$ cat config.mk
export PLATFORM = sky130hd
export DESIGN_NAME = instr_fetch_unit
export DESIGN_NICKNAME = d
export VERILOG_FILES = /design/src/rtl/mips_pkg.sv /design/src/rtl/next_pc_calc.sv /design/src/rtl/instr_fetch_unit.sv
export SDC_FILE = /design/constraint.sdc
export NUM_CORES = 1
export LEC_CHECK = 0
export CAP_MARGIN = 20
export CELL_PAD_IN_SITES_DETAIL_PLACEMENT = 1
export CELL_PAD_IN_SITES_GLOBAL_PLACEMENT = 2
export CORE_ASPECT_RATIO = 2
export CORE_MARGIN = 4
export CORE_UTILIZATION = 30
export CTS_CLUSTER_SIZE = 25
export DETAILED_ROUTE_END_ITERATION = 12
export PLACE_DENSITY_LB_ADDON = 0.08
export SLEW_MARGIN = 15
export SYNTH_ARGS = -nofsm -noshare
export SYNTH_HDL_FRONTEND = slang
export SYNTH_SLANG_ARGS = --single-unit
export TNS_END_PERCENT = 10
$ cat constraint.sdc
create_clock -name clk -period 9.1 [get_ports clk]
set_input_delay 1.82 -clock clk [delete_from_list [all_inputs] [get_ports clk]]
set_output_delay 1.82 -clock clk [all_outputs]
set_load 0.02 [all_outputs]
$ cat src/rtl/mips_pkg.sv
// Shared definitions for the MIPS-style fetch/decode slice: opcode constants,
// fetch FSM state encoding, PC width and small field-extraction helpers.
package mips_pkg;

    // Architectural PC / instruction width
    localparam int PC_W    = 32;
    localparam int INSTR_W = 32;
    localparam int OP_W    = 6;

    // Primary opcode field values (instr[31:26])
    localparam logic [OP_W-1:0] OP_RTYPE = 6'b000000;
    localparam logic [OP_W-1:0] OP_ADDI  = 6'b001000;
    localparam logic [OP_W-1:0] OP_LW    = 6'b100011;
    localparam logic [OP_W-1:0] OP_SW    = 6'b101011;
    localparam logic [OP_W-1:0] OP_BEQ   = 6'b000100;
    localparam logic [OP_W-1:0] OP_J     = 6'b000010;
    localparam logic [OP_W-1:0] OP_HALT  = 6'b111111;

    // Fetch stage state encoding; the spare code is treated as a halt-like trap
    typedef enum logic [1:0] {
        S_FETCH = 2'd0,
        S_ISSUE = 2'd1,
        S_HALT  = 2'd2
    } fetch_state_e;

    // Opcode field of an instruction word
    function automatic logic [OP_W-1:0] get_opcode(input logic [INSTR_W-1:0] instr);
        return instr[31:26];
    endfunction

    // Sign-extended, word-scaled branch displacement
    function automatic logic [PC_W-1:0] branch_offset(input logic [INSTR_W-1:0] instr);
        return {{14{instr[15]}}, instr[15:0], 2'b00};
    endfunction

    // Force a byte address onto a word boundary
    function automatic logic [PC_W-1:0] word_align(input logic [PC_W-1:0] addr);
        return {addr[PC_W-1:2], 2'b00};
    endfunction

endpackage

$ cat src/rtl/next_pc_calc.sv
// Combinational next-PC selection: jump target, taken-branch target or pc+4.
// Kept free of state so a pipelined fetch can reuse it directly.
module next_pc_calc
    import mips_pkg::*;
(
    input  logic [PC_W-1:0]    pc,
    input  logic [INSTR_W-1:0] instr,
    input  logic               branch,
    input  logic               jump,
    input  logic               zero,
    output logic [PC_W-1:0]    next_pc
);

    logic [PC_W-1:0] w_pc4;
    logic [PC_W-1:0] w_jump_target;
    logic [PC_W-1:0] w_branch_target;
    logic [OP_W-1:0] w_unused_opcode;

    // The opcode does not steer the target; the decoder's branch/jump do
    assign w_unused_opcode = instr[31:26];

    // Sequential successor, wraps modulo 2^32
    assign w_pc4 = pc + 32'd4;

    // Pseudo-direct jump keeps the upper nibble of pc+4
    assign w_jump_target = {w_pc4[31:28], instr[25:0], 2'b00};

    // PC-relative branch target, wraps modulo 2^32
    assign w_branch_target = w_pc4 + branch_offset(instr);

    // Select the successor; jump wins over a taken branch
    always_comb begin
        next_pc = w_pc4;
        if (jump) begin
            next_pc = w_jump_target;
        end else if (branch && zero) begin
            next_pc = w_branch_target;
        end else begin
            next_pc = w_pc4;
        end
    end

endmodule

$ cat src/rtl/instr_fetch_unit.sv
// Fetch stage: owns the PC, reads instruction memory over a req/ready handshake,
// holds the fetched word for the decoder, and stops on the halt opcode or on a
// memory read that does not complete within TIMEOUT_CYCLES wait cycles.
module instr_fetch_unit
    import mips_pkg::*;
#(
    parameter logic [31:0] RESET_PC       = 32'h0000_0000,
    parameter logic [5:0]  HALT_OPCODE    = 6'b111111,
    parameter int unsigned TIMEOUT_CYCLES = 255
) (
    input  logic        clk,
    input  logic        rst_n,
    output logic        imem_req,
    output logic [31:0] imem_addr,
    input  logic        imem_ready,
    input  logic [31:0] imem_rdata,
    output logic [31:0] instr_out,
    output logic [5:0]  opcode,
    output logic        instr_valid,
    input  logic        instr_ack,
    input  logic        branch,
    input  logic        jump,
    input  logic        alu_zero,
    output logic [31:0] pc_out,
    output logic        halted,
    output logic        fault
);

    // Low address bits of the reset vector are never honoured
    localparam logic [PC_W-1:0] RESET_PC_ALIGNED = {RESET_PC[31:2], 2'b00};
    // Wait-cycle limit in counter width (legal range 1..255)
    localparam logic [7:0]      TIMEOUT_LIMIT    = 8'(TIMEOUT_CYCLES);

    fetch_state_e       r_state;
    fetch_state_e       w_state_next;
    logic [PC_W-1:0]    r_pc;
    logic [PC_W-1:0]    w_pc_next;
    logic [INSTR_W-1:0] r_instr;
    logic [INSTR_W-1:0] w_instr_next;
    logic [7:0]         r_wait_cnt;
    logic [7:0]         w_wait_next;
    logic               r_fault;
    logic               w_fault_next;
    logic [PC_W-1:0]    w_next_pc;

    // Successor PC for the instruction currently held in r_instr
    next_pc_calc u_next_pc_calc (
        .pc      (r_pc),
        .instr   (r_instr),
        .branch  (branch),
        .jump    (jump),
        .zero    (alu_zero),
        .next_pc (w_next_pc)
    );

    // State register and datapath registers; reset drops any outstanding request
    always_ff @(posedge clk) begin
        if (!rst_n) begin
            r_state    <= S_FETCH;
            r_pc       <= RESET_PC_ALIGNED;
            r_instr    <= 32'h0000_0000;
            r_wait_cnt <= 8'd0;
            r_fault    <= 1'b0;
        end else begin
            r_state    <= w_state_next;
            r_pc       <= w_pc_next;
            r_instr    <= w_instr_next;
            r_wait_cnt <= w_wait_next;
            r_fault    <= w_fault_next;
        end
    end

    // Next-state and datapath update; everything holds unless the state acts on it
    always_comb begin
        w_state_next = r_state;
        w_pc_next    = r_pc;
        w_instr_next = r_instr;
        w_wait_next  = r_wait_cnt;
        w_fault_next = r_fault;
        case (r_state)
            S_FETCH: begin
                if (imem_ready) begin
                    w_instr_next = imem_rdata;
                    if (get_opcode(imem_rdata) == HALT_OPCODE) begin
                        w_state_next = S_HALT;
                    end else begin
                        w_state_next = S_ISSUE;
                    end
                end else begin
                    if (r_wait_cnt >= (TIMEOUT_LIMIT - 8'd1)) begin
                        w_wait_next  = TIMEOUT_LIMIT;
                        w_fault_next = 1'b1;
                        w_state_next = S_HALT;
                    end else begin
                        w_wait_next  = r_wait_cnt + 8'd1;
                    end
                end
            end
            S_ISSUE: begin
                if (instr_ack) begin
                    w_pc_next    = word_align(w_next_pc);
                    w_wait_next  = 8'd0;
                    w_state_next = S_FETCH;
                end else begin
                    w_state_next = S_ISSUE;
                end
            end
            S_HALT: begin
                w_state_next = S_HALT;
            end
            default: begin
                // Unreachable encoding: park safely and flag it
                w_fault_next = 1'b1;
                w_state_next = S_HALT;
            end
        endcase
    end

    // Handshake/status outputs decoded from the state register
    always_comb begin
        imem_req    = 1'b0;
        instr_valid = 1'b0;
        halted      = 1'b0;
        case (r_state)
            S_FETCH: begin
                imem_req = 1'b1;
            end
            S_ISSUE: begin
                instr_valid = 1'b1;
            end
            S_HALT: begin
                halted = 1'b1;
            end
            default: begin
                halted = 1'b1;
            end
        endcase
    end

    assign imem_addr = r_pc;
    assign pc_out    = r_pc;
    assign instr_out = r_instr;
    assign opcode    = get_opcode(r_instr);
    assign fault     = r_fault;

endmodule

# After elaboration in Yosys (flattened, before gate mapping)
# Cells that the tools add are included.
[word_totals]
ff_bits = 73
latch_bits = 0
ram_bits = 0
romBits = 0
input_bits = 39
output_inout_bits = 106
elab_cells = 43
n_memories = 0
[classes]
add_sub_neg = 3
mul = 0
div = 0
order_cmp = 1
eq_ne = 7
shifts = 0
n_mux = 17
bitwise_logic = 1
n_reduce_logical = 9
[ops]
columns = ["op", "count"]
rows = [
  ["32-bit 2-to-1 mux", 2],
  ["32-bit by 3-bit adder with 32-bit output (second input constant)", 1],
  ["32-bit adder", 1],
  ["8-bit 2-to-1 mux", 3],
  ["8-bit case mux with 2 select lines", 1],
  ["8-bit by 1-bit adder with 8-bit output (second input constant)", 1],
  ["8-bit >= comparator (second input constant)", 1],
  ["6-bit == test (second input constant)", 1],
  ["1-bit 2-to-1 mux", 6],
  ["2-bit 2-to-1 mux", 3],
  ["2-bit inequality test (second input constant)", 3],
  ["3-bit AND reduction", 2],
  ["2-bit case mux with 2 select lines", 1],
  ["2-bit AND reduction", 2],
  ["2-bit OR reduction", 2],
  ["3-bit inequality test (second input constant)", 1],
  ["2-bit by 1-bit == test with 1-bit output (second input constant)", 1],
  ["2-bit == test (second input constant)", 1],
  ["2-bit logical NOT", 1],
  ["1-bit case mux with 2 select lines", 1],
  ["2-bit nonzero test", 1],
  ["1-bit logical AND", 1],
  ["1-bit inverter", 1],
]

# Depth between registers and ports, before layout
# Gate-level depths: netlist (run 1).
[depth]
ltp_word = 4
ltp_mapped = 16
depth_no_buf = 16

# By module
# From an unflattened synthesis (run 1), not the netlist that was laid out.
[unflattened]
hier_cells = 823
area_unflattened_um2 = 6143.4
[modules_own_cells]
columns = ["mod", "instances", "cells_per_inst", "area_per_inst_um2", "seq_area_each_um2"]
rows = [
  ["instr_fetch_unit", 1, 394, 3270.6, 1461.4],
  ["next_pc_calc", 1, 429, 2872.8, 0.0],
]

# Worst setup path before layout (run 1)
# OpenSTA, ideal clock, no wires.
[synth_timing]
kind = "register to register"
start = "register r_pc[4], in the netlist imem_addr[4]"
end = "register r_pc[23], in the netlist imem_addr[23]"
setup_time_ps = 60
arrival_ps = 3525
required_time_ps = 9040
slack_ps = 5516
stages_incl_launch_ff = 16
path_buffers = 0
synth_period_minus_slack_ps = 3584
path_cell_list = "dfxtp_1 and4_1 nand2_1 or2_2 nor2_1 xor2_1 ha_1 a21o_1 a21oi_1 a31oi_1 o31ai_1 a21boi_1 o21ai_0 mux2i_1 or4_1 nand2_1"
[synth_via]
elab_chain_len = 4
[synth_lines]
columns = ["item", "line_no", "source"]
rows = [
  ["from (decl)", "instr_fetch_unit.sv:36", "logic [PC_W-1:0] r_pc;"],
  ["from (signal assigned)", "instr_fetch_unit.sv:66", "r_pc <= w_pc_next;"],
  ["32-bit by 3-bit adder with 32-bit output (*)", "next_pc_calc.sv:23", "assign w_pc4 = pc + 32'd4;"],
  ["32-bit adder", "next_pc_calc.sv:29", "assign w_branch_target = w_pc4 + branch_offset(instr);"],
  ["32-bit 2-to-1 mux (*)", "next_pc_calc.sv:36", "end else if (branch && zero) begin"],
  ["32-bit 2-to-1 mux (*)", "next_pc_calc.sv:34", "if (jump) begin"],
]
# Mark *: on every way between the ends. The rest lies on a longest branch, timed or not.
# A chain may end at the register's enable or synchronous reset.

# Worst setup path after layout (run 1)
[layout_timing]
start = "register r_pc[4], in the netlist imem_addr[4]"
end = "register r_pc[29], in the netlist imem_addr[29]"
[layout_via]
elab_chain_len = 4
[layout_lines]
columns = ["item", "line_no"]
rows = [
  ["32-bit by 3-bit adder with 32-bit output (*)", "next_pc_calc.sv:23"],
  ["32-bit adder", "next_pc_calc.sv:29"],
  ["32-bit 2-to-1 mux", "next_pc_calc.sv:36"],
  ["32-bit 2-to-1 mux (*)", "next_pc_calc.sv:34"],
]
# Marked as above.

==> impl_metrics.ini, run 1 <==
[run_status]
status = finished clean

[worst_setup_path]
crit_type = flip-flop to flip-flop
reg2reg_slack_ns = 4.75
required_ns = 9.30
cp_top_family = compound AO/OA/AOI/OAI gates
ff2ff_path_depth = 16
start_kind = flip-flop
crit_path_top_delay_cell = o311ai_0
worstPathMaxFanout = 9
path_cells = and4_1 -> nand2_1 -> or2_2 -> nor2_1 -> xor2_1 -> ha_1 -> a21o_1 -> a21oi_1 -> a31oi_1 -> o311ai_0 -> buf_4 -> and2_1 -> nand2_1 -> a31oi_1 -> xnor2_1 -> a31oi_1
arrival_ns = 4.55
cp_slowest_stage_delay_ns = 0.62
crit_buf_inv = 1
r2r-end = imem_addr[29]
worstSetupEndpointType = flip-flop
r2r_start = imem_addr[4]
path_common_cell = a31oi_1

[min_path]
min_to = instr_out[28]
whs_path_depth = 2
hp-class = flip-flop to flip-flop
hp-start = instr_out[28]

[clocking]
cts_made_buffers = 9
clockBufferDepth = 2
postCtsSetupBuffers = 0
clock_latency_ns = 0.35
ctsResizeCount = 0
clk_pin_slew_ns = 0.06
clock-sinks = 73
clock-root-buffer = clkbuf_16
cts_hold_buf = 0
htreeDepth = 3
cts_tree = built

[synthesis]
synth_area_per_cell_um2 = 7.41
synth_seq_cells = 73
ys.flop_type = dfxtp_1
synth_edf_count = 0
synthCells = 794
ys_seq_area_frac = 0.248
synth_area_um2 = 5880
synth.yosys.warnings = 0
ys_types = 64
async_flop_share = 0

[detailed_routing]
drc_errors = 0
drtIter0Drc = 192
routed_wl_mm = 23.7
wire_per_inst_um = 20.7
ant_nets = 0
drt_pass1_iterations = 4
vias = 6053
via_per_inst = 5.29

[job]
cap_violations = 0

[floorplan]
die-area_um2 = 22100
fp.dieW_um = 107
die_y_um = 206
rows = 72
core_area_um2 = 19300
io_pins = 145
initial_core_util = 0.305

[cells_and_area]
layout_common_cells = 139 x nand2_1, 139 x clkdlybuf4s50_1, 73 x dfxtp_1
num-fill-cells = 2424
final_nets = 962
area_growth_syn_to_layout_pct = 27.5
drive_above_1_share = 0.0361
antenna_cells = 0

[pwr]
cellInternalPower_uw = 667
power.density_nw_per_um2 = 139
vdd_drop_max_v = 0.0000824
seq_power_share = 0.362
clkPwrFrac = 0.327
total_power_uw = 1040
p_leak_uw = 0.00293
pwr-share-comb = 0.311
p_switching_uw = 374
swShare = 0.359

[timing]
fmax_ghz = 0.230
rsz0062_at_grt = false
drv_slew = 0
fin_worst_skew_ns = 0.00931
tightest_slew_ns = 0.983
period_minus_slack_ns = 4.35
fin_setup_tns_ns = 0
setup_viol = 0
fin_crit_sh = 0.478
hold_viol_final = 0
relSlewSlack = 0.345

[placement]
hpwlAfterDp_mm = 18.5
gp_congestion = 0.868
port_buffers = 140

[global_routing]
antenna_found_initial = 0
grt_max_degree = 69
grt_pass1_wl_mm = 36.4
grt_pass1_vias = 6510
grt_overflow = 0
grt_util_all_layers = 0.216
-- power by group through the flow --
stage                     sequential [uW]  clock, uW  combinational (uW)
final                                 377        341                 324
after global routing                  381        368                 353
after CTS                             378        354                 329
after detailed placement              385          0                 327
after global placement                384          0                 325
after floorplan                       398          0                 172
-- worst max-delay path by stage --
stage | start | cells past startpoint | slack, ns | end
after floorplan | imem_addr[4] | 15 | 5.52 | imem_addr[23]
after global placement | instr_ack | 9 | 4.51 | imem_addr[21]
after detailed placement | instr_ack | 9 | 4.55 | imem_addr[21]
after CTS | imem_addr[4] | 16 | 4.61 | imem_addr[29]
after global routing | imem_addr[4] | 16 | 4.46 | imem_addr[29]
final | imem_addr[4] | 16 | 4.75 | imem_addr[29]
-- synth_stat cells, types with 2 or more instances --
| master | instances | area, um^2 |
|---|---|---|
| o31ai_1 | 7 | 52.6 |
| nand3b_1 | 2 | 15.0 |
| nand4_1 | 13 | 81.3 |
| a221oi_1 | 2 | 17.5 |
| and2_1 | 16 | 100 |
| and3_1 | 8 | 50.1 |
| o221ai_1 | 3 | 26.3 |
| o21bai_1 | 3 | 22.5 |
| nand3_1 | 30 | 150 |
| buf_4 | 40 | 300 |
| or3_1 | 9 | 56.3 |
| xor2_1 | 20 | 175 |
| clkbuf_1 | 31 | 116 |
| o211ai_1 | 7 | 52.6 |
| a31oi_1 | 12 | 75.1 |
| a21o_1 | 11 | 82.6 |
| dfxtp_1 | 73 | 1460 |
| nor2b_1 | 12 | 75.1 |
| o21a_1 | 6 | 45.0 |
| a21oi_1 | 41 | 205 |
| nor2_1 | 56 | 210 |
| buf_2 | 2 | 10.0 |
| a21boi_0 | 36 | 270 |
| a22oi_1 | 4 | 30.0 |
| inv_1 | 19 | 71.3 |
| nand4b_1 | 2 | 17.5 |
| a32oi_1 | 2 | 17.5 |
| o211a_1 | 3 | 30.0 |
| o21ai_0 | 43 | 215 |
| o21ai_1 | 4 | 20.0 |
| nor3_1 | 10 | 50.1 |
| o311ai_0 | 3 | 26.3 |
| nand2_1 | 139 | 522 |
| and4_1 | 2 | 17.5 |
| nand2b_1 | 9 | 56.3 |
| nor4_1 | 4 | 25.0 |
| a221o_1 | 3 | 30.0 |
| a211oi_1 | 5 | 37.5 |
| buf_6 | 2 | 22.5 |
| xnor2_1 | 31 | 272 |
| or2_2 | 3 | 18.8 |
| mux2i_1 | 4 | 40.0 |
| ha_1 | 41 | 513 |
-- sequential cells by signal (all words and copies together) (netlist names) --
| register | count |
|---|---|
| fault | 1 |
| r_state | 2 |
| r_wait_cnt | 8 |
| imem_addr | 30 |
| instr_out | 32 |
-- layout make-up --
cell class	instances	area (um^2)	area share
clock buffer	11	243	0.0323
clock inverter	5	31.3	0.00417
inverter	19	71.3	0.00950
multi-input combinational	629	3910	0.521
sequential	73	1460	0.195
tap	259	324	0.0432
timing repair buffer	149	1460	0.195
-- metrics by stage --
step,setup slack (ns),hold slack [ns],cell area (um^2),cells,util
after CTS,4.61,0.497,7500,1145,0.389
after floorplan,5.52,0.467,5890,797,-
after global placement,4.51,0.472,7230,1129,0.375
final,4.75,0.491,7500,1145,0.389
after global routing,4.46,0.522,7500,1145,0.389
after detailed placement,4.55,0.486,7230,1129,0.375
-- tightest hold or removal path, cell delays in order, from the launching register on --
cell and delay, ns:
dfxtp_1 0.32, nand2_1 0.05, a21boi_0 0.06
-- logic make-up after synthesis --
| family | share of synthesized area |
|---|---|
| multiplexers | 0.00681 |
| XOR/XNOR | 0.0759 |
| AO/OA/AOI/OAI | 0.230 |
| flip-flops | 0.248 |
| buffers and inverters | 0.0891 |
| AND/OR/NAND/NOR | 0.259 |
| other | 0.000637 |
| adder cells (fa/ha/maj) | 0.0906 |
-- metal layers --
metal	track usage	vias to the layer above	wire length, um
met5	0	-	0
met4	0.101	0	1090
met3	0.0281	39	707
met2	0.448	132	13800
met1	0.198	2961	8140
li1	-	2921	-
(Power assumes the default switching activity.)
==> run 2, diff against run 1 <==
--- a/config.mk
+++ b/config.mk
@@ -10,7 +10,7 @@
 export CELL_PAD_IN_SITES_GLOBAL_PLACEMENT = 2
 export CORE_ASPECT_RATIO = 2
 export CORE_MARGIN = 4
-export CORE_UTILIZATION = 30
+export CORE_UTILIZATION = 28
 export CTS_CLUSTER_SIZE = 25
 export DETAILED_ROUTE_END_ITERATION = 12
 export PLACE_DENSITY_LB_ADDON = 0.08
==> constraint.sdc (replaced) <==
create_clock -name clk -period 4.4 [get_ports clk]
set_input_delay 0.88 -clock clk [delete_from_list [all_inputs] [get_ports clk]]
set_output_delay 0.88 -clock clk [all_outputs]
set_load 0.02 [all_outputs]
==> impl_metrics.ini, run 2 (synthesis results as in run 1) <==
[clocking]
clk_pin_slew_ns = 0.07
clockBufferDepth = 2
htreeDepth = 3
clock-sinks = 73
cts_hold_buf = 0
cts_tree = built
clock_latency_ns = 0.36
clock-root-buffer = clkbuf_16
cts_made_buffers = 9

[floorplan]
fp.dieW_um = 110
core_area_um2 = 20600
rows = 74
die-area_um2 = 23500
io_pins = 145
die_y_um = 213
initial_core_util = 0.286

[worst_setup_path]
required_ns = 4.68
arrival_ns = 4.36
crit_type = flip-flop to flip-flop
worstSetupEndpointType = flip-flop
start_kind = flip-flop
worstPathMaxFanout = 8
reg2reg_slack_ns = 0.33

[cells_and_area]
seqCellArea_um2 = 1460
layout_common_cells = 139 x nand2_1, 139 x clkdlybuf4s50_1, 73 x dfxtp_1
num-fill-cells = 2533
final_util = 0.372
drive_above_1_share = 0.0501
final_nets = 974
largest_reg_flops = 32
antenna_cells = 0
fin_area_um2 = 7650
area_growth_syn_to_layout_pct = 30.0
stdcell_count = 1164
multiInputGateArea_um2 = 3910

[detailed_routing]
routed_wl_mm = 24.5
drtIter0Drc = 162
drc_errors = 0
drt_pass1_iterations = 4
via_per_inst = 5.30
wire_per_inst_um = 21.0
vias = 6175
ant_nets = 0

[global_routing]
grt_pass1_vias = 6712
grt_util_all_layers = 0.210
grt_pass1_wl_mm = 38.3
grt_overflow = 0
antenna_found_initial = 0
grt_max_degree = 57

[timing]
period_minus_slack_ns = 4.07
hold_viol_final = 0
drv_slew = 0
tightest_slew_ns = 0.925
fin_setup_tns_ns = 0
rsz0062_at_grt = false
setup_viol = 0
fmax_ghz = 0.246
fin_worst_skew_ns = 0.00724
relSlewSlack = 0.382
whs_ns = 0.477
fin_crit_sh = 0.926

[placement]
hpwlAfterDp_mm = 19.3
place_inst = 1148
gp_congestion = 0.962
placed_area_um2 = 7330
port_buffers = 140

[job]
cap_violations = 0

[min_path]
hp-class = flip-flop to flip-flop

[pwr]
p_leak_uw = 0.00300
power.density_nw_per_um2 = 297
vdd_drop_max_v = 0.000201

[run_status]
status = finished clean
-- run 2: cell types whose count changed in the layout (fill, tap and decap cells not counted), moves of 2 or more --
| cell | change |
|---|---|
| clkinv_2 | -2 |
| bufinv_16 | +2 |
| buf_4 | +12 |
| clkinvlp_4 | +3 |
-- run 2: worst max-delay path: stages (launching register included) --
cell and delay, ns:
dfxtp_1 0.50, nand4_2 0.16, or3_1 0.52, or3_4 0.52, xnor2_1 0.25, ha_1 0.29
a21oi_1 0.31, nor2b_1 0.09, o21ai_0 0.17, nand2b_1 0.09, a21o_1 0.19, a221oi_1 0.49
buf_4 0.20, nor3_1 0.04, a211oi_1 0.15
-- run 2: report_power, final --
group	switching, uW	internal [uW]
registers	65.5	709
logic	393	281
clock network	327	495
total	786	1480
-- run 2: area by class of cell --
type                    instances  area share
multi-input cells             629       0.511
repair buffers                161       0.203
flip-flops and latches         73       0.191
well taps                     266      0.0435
clock buffers                   9      0.0294
clock inverters                 7      0.0124
inverters                      19     0.00932
-- run 2: stage by stage --
step	setup WS [ns]	total power [uW]
finish	0.327	2270
floorplan	0.816	1180
detailed placement	0.285	1470
global route	0.0350	2400
global placement	0.260	1470
CTS	0.254	2320
-- run 2: metal layers --
layer / wire length, um / GRT usage / vias up
met5: 0 / 0 / -
met4: 1180 / 0.112 / 0
met3: 757 / 0.0337 / 63
met2: 14200 / 0.434 / 169
met1: 8350 / 0.191 / 2993
li1: - / - / 2950
-- run 2: worst paths after layout --
path	from	endpoint	cells past startpoint
worst min register to register	fault	fault	1
worst min-delay path	fault	fault	1
worst max register to register	imem_addr[5]	imem_addr[28]	14
worst max-delay path	imem_addr[5]	imem_addr[28]	14
-- run 2: what timing repair did --
item	CTS	global route
setup endpoints to repair	0	3
buffers inserted	0	0
resized for setup	0	2
